[src/rtl/bus_arbiter4_if.sv]
// bus_arbiter4_if: request, source data, grant and shared-bus signals of the 4-way arbiter.
`default_nettype none

interface bus_arbiter4_if;
  logic [3:0]  req;
  logic [31:0] C0;
  logic [31:0] C1;
  logic [31:0] C2;
  logic [31:0] C3;
  logic        iReady;
  logic [3:0]  gnt;
  logic [1:0]  sel;
  logic [31:0] oZ;
  logic        oValid;

  modport master (
    output req, C0, C1, C2, C3, iReady,
    input  gnt, sel, oZ, oValid
  );

  modport slave (
    input  req, C0, C1, C2, C3, iReady,
    output gnt, sel, oZ, oValid
  );
endinterface

`default_nettype wire

[src/rtl/bus_arbiter4.sv]
// +---------------------------------------------------------------------------+
// | bus_arbiter4: 4-source round-robin bus arbiter with bounded bursts.       |
// | Revision: 1.0                                                             |
// +---------------------------------------------------------------------------+
`default_nettype none

module bus_arbiter4 #(
  parameter int BURST = 4
) (
  input  wire            clk,
  input  wire            rst_n,
  bus_arbiter4_if.slave  bus
);

  localparam int CNT_W = (BURST > 1) ? $clog2(BURST) : 1;
  localparam logic [CNT_W-1:0] LAST_BEAT = CNT_W'(BURST - 1);

  typedef enum logic [0:0] {
    IDLE = 1'b0,
    BUSY = 1'b1
  } state_t;

  state_t           state_q, state_d;
  logic [1:0]       ptr_q, ptr_d;
  logic [1:0]       sel_q, sel_d;
  logic [CNT_W-1:0] cnt_q, cnt_d;

  logic [3:0]  req_rot;
  logic [1:0]  offset;
  logic [1:0]  winner;
  logic        owner_req;
  logic        beat_acc;
  logic [3:0]  gnt;
  logic        ovalid;
  logic [31:0] oz;

  // Rotate requests so bit 0 is the source at ptr; lowest set bit wins.
  always_comb begin
    req_rot = bus.req;
    case (ptr_q)
      2'd1:    req_rot = {bus.req[0],   bus.req[3:1]};
      2'd2:    req_rot = {bus.req[1:0], bus.req[3:2]};
      2'd3:    req_rot = {bus.req[2:0], bus.req[3]};
      default: req_rot = bus.req;
    endcase
  end

  always_comb begin
    offset = 2'd3;
    if (req_rot[0])      offset = 2'd0;
    else if (req_rot[1]) offset = 2'd1;
    else if (req_rot[2]) offset = 2'd2;
  end

  assign winner    = ptr_q + offset;
  assign owner_req = bus.req[sel_q];
  assign beat_acc  = (state_q == BUSY) && owner_req && bus.iReady;

  always_comb begin
    state_d = state_q;
    ptr_d   = ptr_q;
    sel_d   = sel_q;
    cnt_d   = cnt_q;
    case (state_q)
      IDLE: begin
        if (|bus.req) begin
          state_d = BUSY;
          sel_d   = winner;
          cnt_d   = '0;
        end
      end
      BUSY: begin
        // A dropped owner request releases without taking a beat.
        if (!owner_req || (beat_acc && (cnt_q == LAST_BEAT))) begin
          state_d = IDLE;
          cnt_d   = '0;
          ptr_d   = sel_q + 2'd1;
        end else if (beat_acc) begin
          cnt_d = cnt_q + CNT_W'(1);
        end
      end
      default: state_d = IDLE;
    endcase
  end

  always_ff @(posedge clk or negedge rst_n) begin
    if (!rst_n) begin
      state_q <= IDLE;
      ptr_q   <= 2'd0;
      sel_q   <= 2'd0;
      cnt_q   <= '0;
    end else begin
      state_q <= state_d;
      ptr_q   <= ptr_d;
      sel_q   <= sel_d;
      cnt_q   <= cnt_d;
    end
  end

  // Bus outputs decode from registered state so reset clears them at once.
  always_comb begin
    gnt    = 4'b0000;
    ovalid = 1'b0;
    oz     = 32'h0;
    if (state_q == BUSY) begin
      gnt[sel_q] = 1'b1;
      ovalid     = owner_req;
      case (sel_q)
        2'd0:    oz = bus.C0;
        2'd1:    oz = bus.C1;
        2'd2:    oz = bus.C2;
        default: oz = bus.C3;
      endcase
    end
  end

  assign bus.gnt    = gnt;
  assign bus.sel    = sel_q;
  assign bus.oValid = ovalid;
  assign bus.oZ     = oz;

endmodule

`default_nettype wire

[src/flat_wrapper.sv]
// flat-port wrapper written by rule: the top's interface ports become plain ports
module bus_arbiter4_flat 
#(
  parameter int BURST = 4
)
  (clk, rst_n, bus_req, bus_C0, bus_C1, bus_C2, bus_C3, bus_iReady, bus_gnt, bus_sel, bus_oZ, bus_oValid);
  bus_arbiter4_if bus_i ();
  input  wire clk;
  input  wire rst_n;
  input wire logic [$bits(bus_i.req)-1:0] bus_req;
  input wire logic [$bits(bus_i.C0)-1:0] bus_C0;
  input wire logic [$bits(bus_i.C1)-1:0] bus_C1;
  input wire logic [$bits(bus_i.C2)-1:0] bus_C2;
  input wire logic [$bits(bus_i.C3)-1:0] bus_C3;
  input wire logic [$bits(bus_i.iReady)-1:0] bus_iReady;
  output wire logic [$bits(bus_i.gnt)-1:0] bus_gnt;
  output wire logic [$bits(bus_i.sel)-1:0] bus_sel;
  output wire logic [$bits(bus_i.oZ)-1:0] bus_oZ;
  output wire logic [$bits(bus_i.oValid)-1:0] bus_oValid;
  assign bus_i.req = bus_req;
  assign bus_i.C0 = bus_C0;
  assign bus_i.C1 = bus_C1;
  assign bus_i.C2 = bus_C2;
  assign bus_i.C3 = bus_C3;
  assign bus_i.iReady = bus_iReady;
  assign bus_gnt = bus_i.gnt;
  assign bus_sel = bus_i.sel;
  assign bus_oZ = bus_i.oZ;
  assign bus_oValid = bus_i.oValid;
  bus_arbiter4 #(.BURST(BURST)) u_core (.clk(clk), .rst_n(rst_n), .bus(bus_i));
endmodule
[config.mk]
export PLATFORM = sky130hd
export DESIGN_NAME = bus_arbiter4_flat
export DESIGN_NICKNAME = d
export VERILOG_FILES = /design/src/rtl/bus_arbiter4_if.sv /design/src/rtl/bus_arbiter4.sv /design/src/flat_wrapper.sv
export SDC_FILE = /design/constraint.sdc
export NUM_CORES = 1
export LEC_CHECK = 0
export CORE_MARGIN = 4
export CORE_UTILIZATION = 26
export CTS_CLUSTER_DIAMETER = 50
export DETAILED_ROUTE_END_ITERATION = 7
export PLACE_DENSITY_LB_ADDON = 0.3
export SKIP_CTS_REPAIR_TIMING = 1
export SLEW_MARGIN = 40
export SYNTH_ARGS = -nofsm -noshare
export SYNTH_HDL_FRONTEND = slang
export SYNTH_SLANG_ARGS = --single-unit
[constraint.sdc]
create_clock -name clk -period 2.9 [get_ports clk]
set_input_delay 0.87 -clock clk [delete_from_list [all_inputs] [get_ports clk]]
set_output_delay 0.87 -clock clk [all_outputs]
set_load 0.005 [all_outputs]
==> Word-level counts from Yosys, hierarchy flattened <==
Cells that the tools add are included.
{ "classes": {"addsub": 3, "multipliers": 0, "div_mod_pow": 0, "order_cmp": 2, "n_eq_ne": 8, "n_shift": 0, "muxes": 19, "n_bitwise": 1, "reduce_logical": 11} }
{ "ops": {"columns": ["op", "n"], "rows": [
  ["32-bit case mux with 3 select lines", 1],
  ["32-bit two-way mux", 1],
  ["2-bit two-way mux", 5],
  ["3-bit case mux with 3 select lines", 1],
  ["2-bit equality test, second input constant", 4],
  ["1-bit two-way mux", 6],
  ["2-bit AND reduction", 3],
  ["2-bit by 1-bit adder with 2-bit output, second input constant", 2],
  ["2-bit by 1-bit equality test with 1-bit output, second input constant", 2],
  ["1-bit logical AND", 4],
  ["4-bit two-way mux", 1],
  ["2-bit case mux with 2 select lines", 1],
  ["4-bit OR reduction", 1],
  ["2-bit by 3-bit < comparator with 1-bit output, second input constant", 1],
  ["3-bit != test, second input constant", 1],
  ["2-bit adder", 1],
  ["1-bit binary-select mux with 2-bit select", 1],
  ["1-bit demux with 2-bit select", 1],
  ["2-bit by 1-bit >= comparator with 1-bit output, second input constant", 1],
  ["2-bit zero test", 1],
  ["2-bit by 1-bit != test with 1-bit output, second input constant", 1],
  ["1-bit case mux with 2 select lines", 1],
  ["1-bit zero test", 1],
  ["1-bit logical OR", 1],
  ["1-bit NOT", 1]
]} }
{ "word_totals": {"reg_bits": 7, "latch_bits": 0, "ram_bits": 0, "mem_bits_ro": 0, "out_inout_bits": 39, "mem_count": 0} }

==> Depth between registers and ports, before layout <==
Gate-level depths: netlist (run 1).
{ "depth": {"word_depth": 8, "ltp_mapped": 8, "ltp_nobuf": 8} }

==> Worst setup path before layout (run 1) <==
Ideal clock, no wire load.
{ "synth_timing": {"path_kind": "flip-flop to output port", "startpoint": "register u_core.sel_q[0], in the netlist u_core.bus.sel[0]", "endpoint": "output bus_oZ[10]", "arrival_time_ps": 1574, "setup_slack_ps": 456, "stages_incl_launch_ff": 9, "n_path_buf": 2, "cell_sequence": "dfrtp_1 inv_1 ha_1 clkbuf_1 clkbuf_1 a222oi_1 nor2_1 a21oi_1 nor2_1"} }
{ "synth_between": {"elab_chain_cells": 3, "word_cells_on_any_way": 5, "classes_between": "eq/ne: 2; mux: 2; reduce/logical: 1"} }
{ "synth_rtl": {"columns": ["item", "line_no", "source"], "rows": [
  ["start: declaration", "bus_arbiter4.sv:25", "logic [1:0] sel_q, sel_d;"],
  ["start signal: assignment", "bus_arbiter4.sv:95", "sel_q <= sel_d;"],
  ["2-bit equality test (tied with other cells)", "bus_arbiter4.sv:108", "case (sel_q)"],
  ["32-bit case mux with 3 select lines *", "bus_arbiter4.sv:108", null],
  ["32-bit two-way mux *", "bus_arbiter4.sv:105", "if (state_q == BUSY) begin"],
  ["end: declaration", "flat_wrapper.sv:18", "output wire logic [$bits(bus_i.oZ)-1:0] bus_oZ;"]
]} }
Mark *: on every way between the ends. The rest lies on a longest branch, timed or not.

==> Worst setup path in the final report (run 1) <==
{ "layout_timing": {"startpoint": "input bus_C1[17]", "endpoint": "output bus_oZ[17]"} }
{ "layout_between": {"elab_chain_cells": 2} }
{ "layout_rtl": {"columns": ["item", "line_no", "source"], "rows": [
  ["start: declaration", "flat_wrapper.sv:12", "input wire logic [$bits(bus_i.C1)-1:0] bus_C1;"],
  ["32-bit case mux with 3 select lines", "bus_arbiter4.sv:108", null],
  ["32-bit two-way mux", "bus_arbiter4.sv:105", null]
]} }
No other way between the ends.

==> impl_metrics.toml, run 1 <==
[status]
status = "finished, final reports clean"

[routing]
totalWireLength_um = 8120
drt_iter0_drc = 293
first_pass_iters = 5
vias = 2390
post-route-drc-count = 0
post_drt_wl_per_cell_um = 18.0
viasPerCell = 5.30
final_antenna_net_count = 0

[pwr]
leakagePower_nw = 1.78
ir_drop_mv = 0.737
total_power_w = 0.00267
power_density_nw_per_um2 = 803

[clock_tree]
cts.root.buffer_cell = "clkbuf_8"
cts.sinks = 7
cts_buffers = 3
clockBufferDepth = 2
insertion_delay_ps = 220
path_clk_slew_ps = 40
cts_max_level = 1
cts_tree = "done"

[synth]
ys_types = 26
netlist_area_um2 = 1350
ys_ff_latch = 7
avgSynthCellArea_um2 = 6.51
synthCells = 207
synth_nets = 349
synth_seq_area_share_pct = 13.0
yosysWarnings = 0

[layout]
layout_common_cells = "clkdlybuf4s50_1, nor2_1, dlymetal6s2s_1, a21oi_1, a222oi_1"
syn2layout_area_growth_pct = 147
num-nets-final = 526
final_area_um2 = 3320
drive_gt1_share_pct = 17.0
utilization_pct = 68.1
final_common_cell = "clkdlybuf4s50_1"

[timing]
skew_ps = 3.05
finalCritPeriodShare_pct = 99.6
drv_slew = 0
fmax_ghz = 0.346
rsz0062_at_grt = "yes"
layout_min_cycle_time_ps = 2890
setup_viol = 0
fin_setup_tns_ps = 0
hold_viol_final = 0
tightest_slew_ps = 413
holdWs_ps = 484
slew_headroom_pct = 72.2

[floorplanning]
ios = 174
num_rows = 25
core_area_um2 = 4880
fp.dieW_um = 80.0
initial_core_util_pct = 27.6
die_h_um = 80.0
dieArea_um2 = 6400

[job]
cap_violations = 0

[critical_path]
critPathKind = "input pin to output port"
worst_setup_path_end_kind = "output port"
cp_max_fo = 1
critPathArrivalTime_ps = 2020
cp-start-kind = "input pin"
cp.required_ps = 2030

[placed_design]
dpl-instance-area_um2 = 3290
place_congestion = 0.786
portBuffers = 173
dp_hpwl_um = 6160

[global_route]
first_global_vias = 2282
grt_pass1_wl_um = 11700
grt_max_degree = 37
antenna_found_initial = 1
overflow = 0
track_usage_pct = 22.5

[worst_hold_path]
hp-class = "flip-flop to flip-flop"
[cell type report]
cell class | instances | area [um^2]
inverters | 5 | 18.8
well taps | 67 | 83.8
diodes | 1 | 2.50
flip-flops and latches | 7 | 175
repair buffers | 194 | 1910
fillers | 431 | 1560
clock buffers | 4 | 45.0
multi-input cells | 173 | 1090
[path summary, 6_finish.rpt]
| path | start | to | slack, ps | cells after the start |
|---|---|---|---|---|
| worst max-delay path | bus_C1[17] | bus_oZ[17] | 10 | 6 |
| worst min-delay path | u_core.cnt_q[0] | u_core.cnt_q[0] | 480 | 1 |
| worst max register to register | u_core.bus.sel[1] | u_core.ptr_q[0] | 920 | 6 |
| worst min register to register | u_core.cnt_q[0] | u_core.cnt_q[0] | 480 | 1 |
| max in group asynchronous | rst_n | u_core.bus.sel[0] | 1760 | 1 |
| min in group asynchronous | rst_n | u_core.ptr_q[1] | 910 | 1 |
[critical path, stage by stage]
cell,delay [ps]
clkdlybuf4s50_1,420
a222oi_1,320
nor2_1,100
a21oi_1,130
nor2_1,60
buf_2,130
[metal layers]
layer	vias to the layer above	track usage [%]	share of wire [%]
met2	124	41.3	50
met5	-	0	0
li1	1143	-	-
met1	1107	25.6	38
met4	0	6.59	2.1
met3	16	5.08	9.3
[Yosys cell counts]
library cell | instances | area share (%)
nor4_1 | 1 | 0.46
inv_2 | 1 | 0.28
dfrtp_1 | 7 | 13
a21oi_1 | 37 | 14
buf_1 | 2 | 0.56
nor2b_1 | 2 | 0.93
a222oi_1 | 32 | 24
mux4_2 | 1 | 1.7
xnor2_1 | 2 | 1.3
nand2_1 | 4 | 1.1
inv_1 | 4 | 1.1
clkbuf_1 | 20 | 5.6
ha_1 | 7 | 6.5
mux2i_1 | 2 | 1.5
mux2_1 | 2 | 1.7
a21oi_2 | 1 | 0.65
a21o_1 | 1 | 0.56
a22o_1 | 1 | 0.65
and2_1 | 4 | 1.9
nand2b_1 | 2 | 0.93
nand3b_1 | 1 | 0.56
a311oi_1 | 1 | 0.65
a22oi_1 | 1 | 0.56
and2_4 | 1 | 0.65
nor2_1 | 67 | 19
o21ai_1 | 3 | 1.1
[logic make-up after synthesis]
group	share of synthesized area [%]
AND/OR/NAND/NOR	25.2
AO/OA/AOI/OAI	41.7
buffers and inverters	7.52
adder cells (fa/ha/maj)	6.50
flip-flops	13.0
multiplexers	4.83
XOR/XNOR	1.30
[sequential cells by signal, summed over array words and instances, names as in the netlist]
register and flops:
u_core.ptr_q 2, u_core.state_q 1, u_core.cnt_q 2, u_core.bus.sel 2
[power by group]
group          total, W  internal [W]  switching [W]
clock          0.000134     0.0000948      0.0000389
combinational   0.00233       0.00118        0.00115
sequential     0.000203      0.000144      0.0000592
[per-stage QoR]
stage	worst slack (ps)	instances
6_report	12.2	451
5_1_grt	-85.2	451
4_1_cts	-399	448
3_5_place_dp	-382	444
3_3_place_gp	-385	444
2_1_floorplan	456	207
Power figures use the tool's default switching activity.
==> inputs of run 2 (changes only) <==
CELL_PAD_IN_SITES_DETAIL_PLACEMENT = 0   (was default)
CELL_PAD_IN_SITES_GLOBAL_PLACEMENT = 1   (was default)
CORE_UTILIZATION = 15   (was 26)
==> impl_metrics.toml, run 2 (synthesis gave the netlist of run 1 again) <==
[placed_design]
dp_hpwl_um = 6330
dp.cells = 482
dpl-instance-area_um2 = 3300
place_congestion = 0.762
portBuffers = 173

[floorplanning]
fp.dieW_um = 103
num_rows = 34
die_h_um = 103
core_area_um2 = 8720
ios = 174
dieArea_um2 = 10600
initial_core_util_pct = 15.5

[timing]
drv_slew = 0
tightest_slew_ps = 640
layout_min_cycle_time_ps = 2880
fmax_ghz = 0.347
skew_ps = 4.99
hold_viol_final = 0
rsz0062_at_grt = "yes"
slew_headroom_pct = 57.2
setup_viol = 0
finalCritPeriodShare_pct = 99.3
fin_setup_tns_ps = 0

[critical_path]
cp_cell_sequence = "clkdlybuf4s50_1, a222oi_1, nor2_1, a21oi_1, nor2_1, clkbuf_2"
cp-start-kind = "input pin"
r2r_end = "u_core.ptr_q[0]"
critPathKind = "input pin to output port"
critPathArrivalTime_ps = 2010
reg2regPathDepth = 5
critPathMaxStageDelay_ps = 410
path_delay_family = "buffers and inverters"
worst_setup_path_end_kind = "output port"
slowest_stage = "clkdlybuf4s50_1"
cp_common_cell = "nor2_1"
path_buf_inv = 2
cp.required_ps = 2030
reg2reg_setup_slack_ps = 1050
cp_max_fo = 1
timing.rr.start = "u_core.bus.sel[1]"

[routing]
final_antenna_net_count = 0
vias = 2305
post-route-drc-count = 0
drt_iter0_drc = 149
viasPerCell = 4.72
post_drt_wl_per_cell_um = 17.1
first_pass_iters = 6
totalWireLength_um = 8340

[layout]
final_area_um2 = 3320
final_common_cell = "clkdlybuf4s50_1"
fin_cells = 488
num-nets-final = 522
drive_gt1_share_pct = 16.1
utilization_pct = 38.1
syn2layout_area_growth_pct = 147
layout_common_cells = "clkdlybuf4s50_1, nor2_1, dlymetal6s2s_1, a21oi_1, a222oi_1"

[pwr]
leakagePower_nw = 1.76
total_power_w = 0.00258
ir_drop_mv = 0.434
power_density_nw_per_um2 = 777

[worst_hold_path]
whs_path_depth = 1
min_to = "u_core.cnt_q[0]"
hp-class = "flip-flop to flip-flop"
hp-start = "u_core.cnt_q[0]"

[clock_tree]
clockBufferDepth = 2
cts_max_level = 1
insertion_delay_ps = 230
path_clk_slew_ps = 40
cts.root.buffer_cell = "clkbuf_8"
cts_buffers = 3
cts_tree = "done"
cts.sinks = 7

[global_route]
grt_pass1_wl_um = 11400
antenna_found_initial = 1
track_usage_pct = 13.6
first_global_vias = 2157
overflow = 0
grt_max_degree = 65

[status]
status = "finished, final reports clean"

[job]
cap_violations = 0
-- run 2: cell types whose count changed in the layout (fill, tap and decap cells not counted) --
cell,previous run,this run
buf_12,5,4
clkbuf_2,9,10
inv_1,4,3
buf_2,23,22
buf_6,0,1
buf_4,16,13
a21oi_1,34,36
a21oi_2,4,2
dlymetal6s2s_1,48,47
inv_2,1,2
-- run 2: worst register-to-register path, stage by stage, from the launching register on --
cell and delay (ps):
dfrtp_1 360, buf_4 160, mux4_2 540, buf_4 160, a21oi_2 160, mux2_1 350
-- run 2: final cells by class --
class	instances	area, um^2
Multi-Input combinational cell	173	1080
Antenna cell	1	2.50
Tap cell	108	135
Timing Repair Buffer	190	1870
Sequential cell	7	175
Fill cell	915	5400
Inverter	5	18.8
Clock buffer	4	45.0
-- run 2: where the power goes --
group | leakage, nW | switching (W) | internal, W | total (W)
logic | 1.65 | 0.00113 | 0.00111 | 0.00225
clock network | 0.0228 | 0.0000395 | 0.0000949 | 0.000134
registers | 0.0846 | 0.0000588 | 0.000144 | 0.000203
total | 1.76 | 0.00123 | 0.00135 | 0.00258
-- run 2: worst max-delay path by stage --
stage                 startpoint    endpoint  slack [ps]  cells after the start
2_1_floorplan  u_core.bus.sel[0]  bus_oZ[10]         460                      8
3_3_place_gp          bus_req[3]  bus_oValid        -420                      4
3_5_place_dp          bus_req[3]  bus_oValid        -410                      4
4_1_cts               bus_req[3]  bus_oValid        -420                      4
5_1_grt               bus_C2[14]  bus_oZ[14]         -90                      6
6_report               bus_C2[6]   bus_oZ[6]          20                      6
-- run 2: per-layer routing --
layer / GRT usage (%) / vias up / wire length, um
met3: 2.98 / 6 / 874
met1: 16.6 / 1057 / 3260
met5: 0 / - / 0
met2: 24.9 / 107 / 4100
met4: 2.29 / 0 / 99
li1: - / 1135 / -
-- run 2: through the flow --
step / hold slack, ps / worst slack (ps)
finish: 487 / 21.5
global route: 528 / -91.4
CTS: 491 / -418
detailed placement: 482 / -409
global placement: 466 / -420
floorplan: 451 / 456
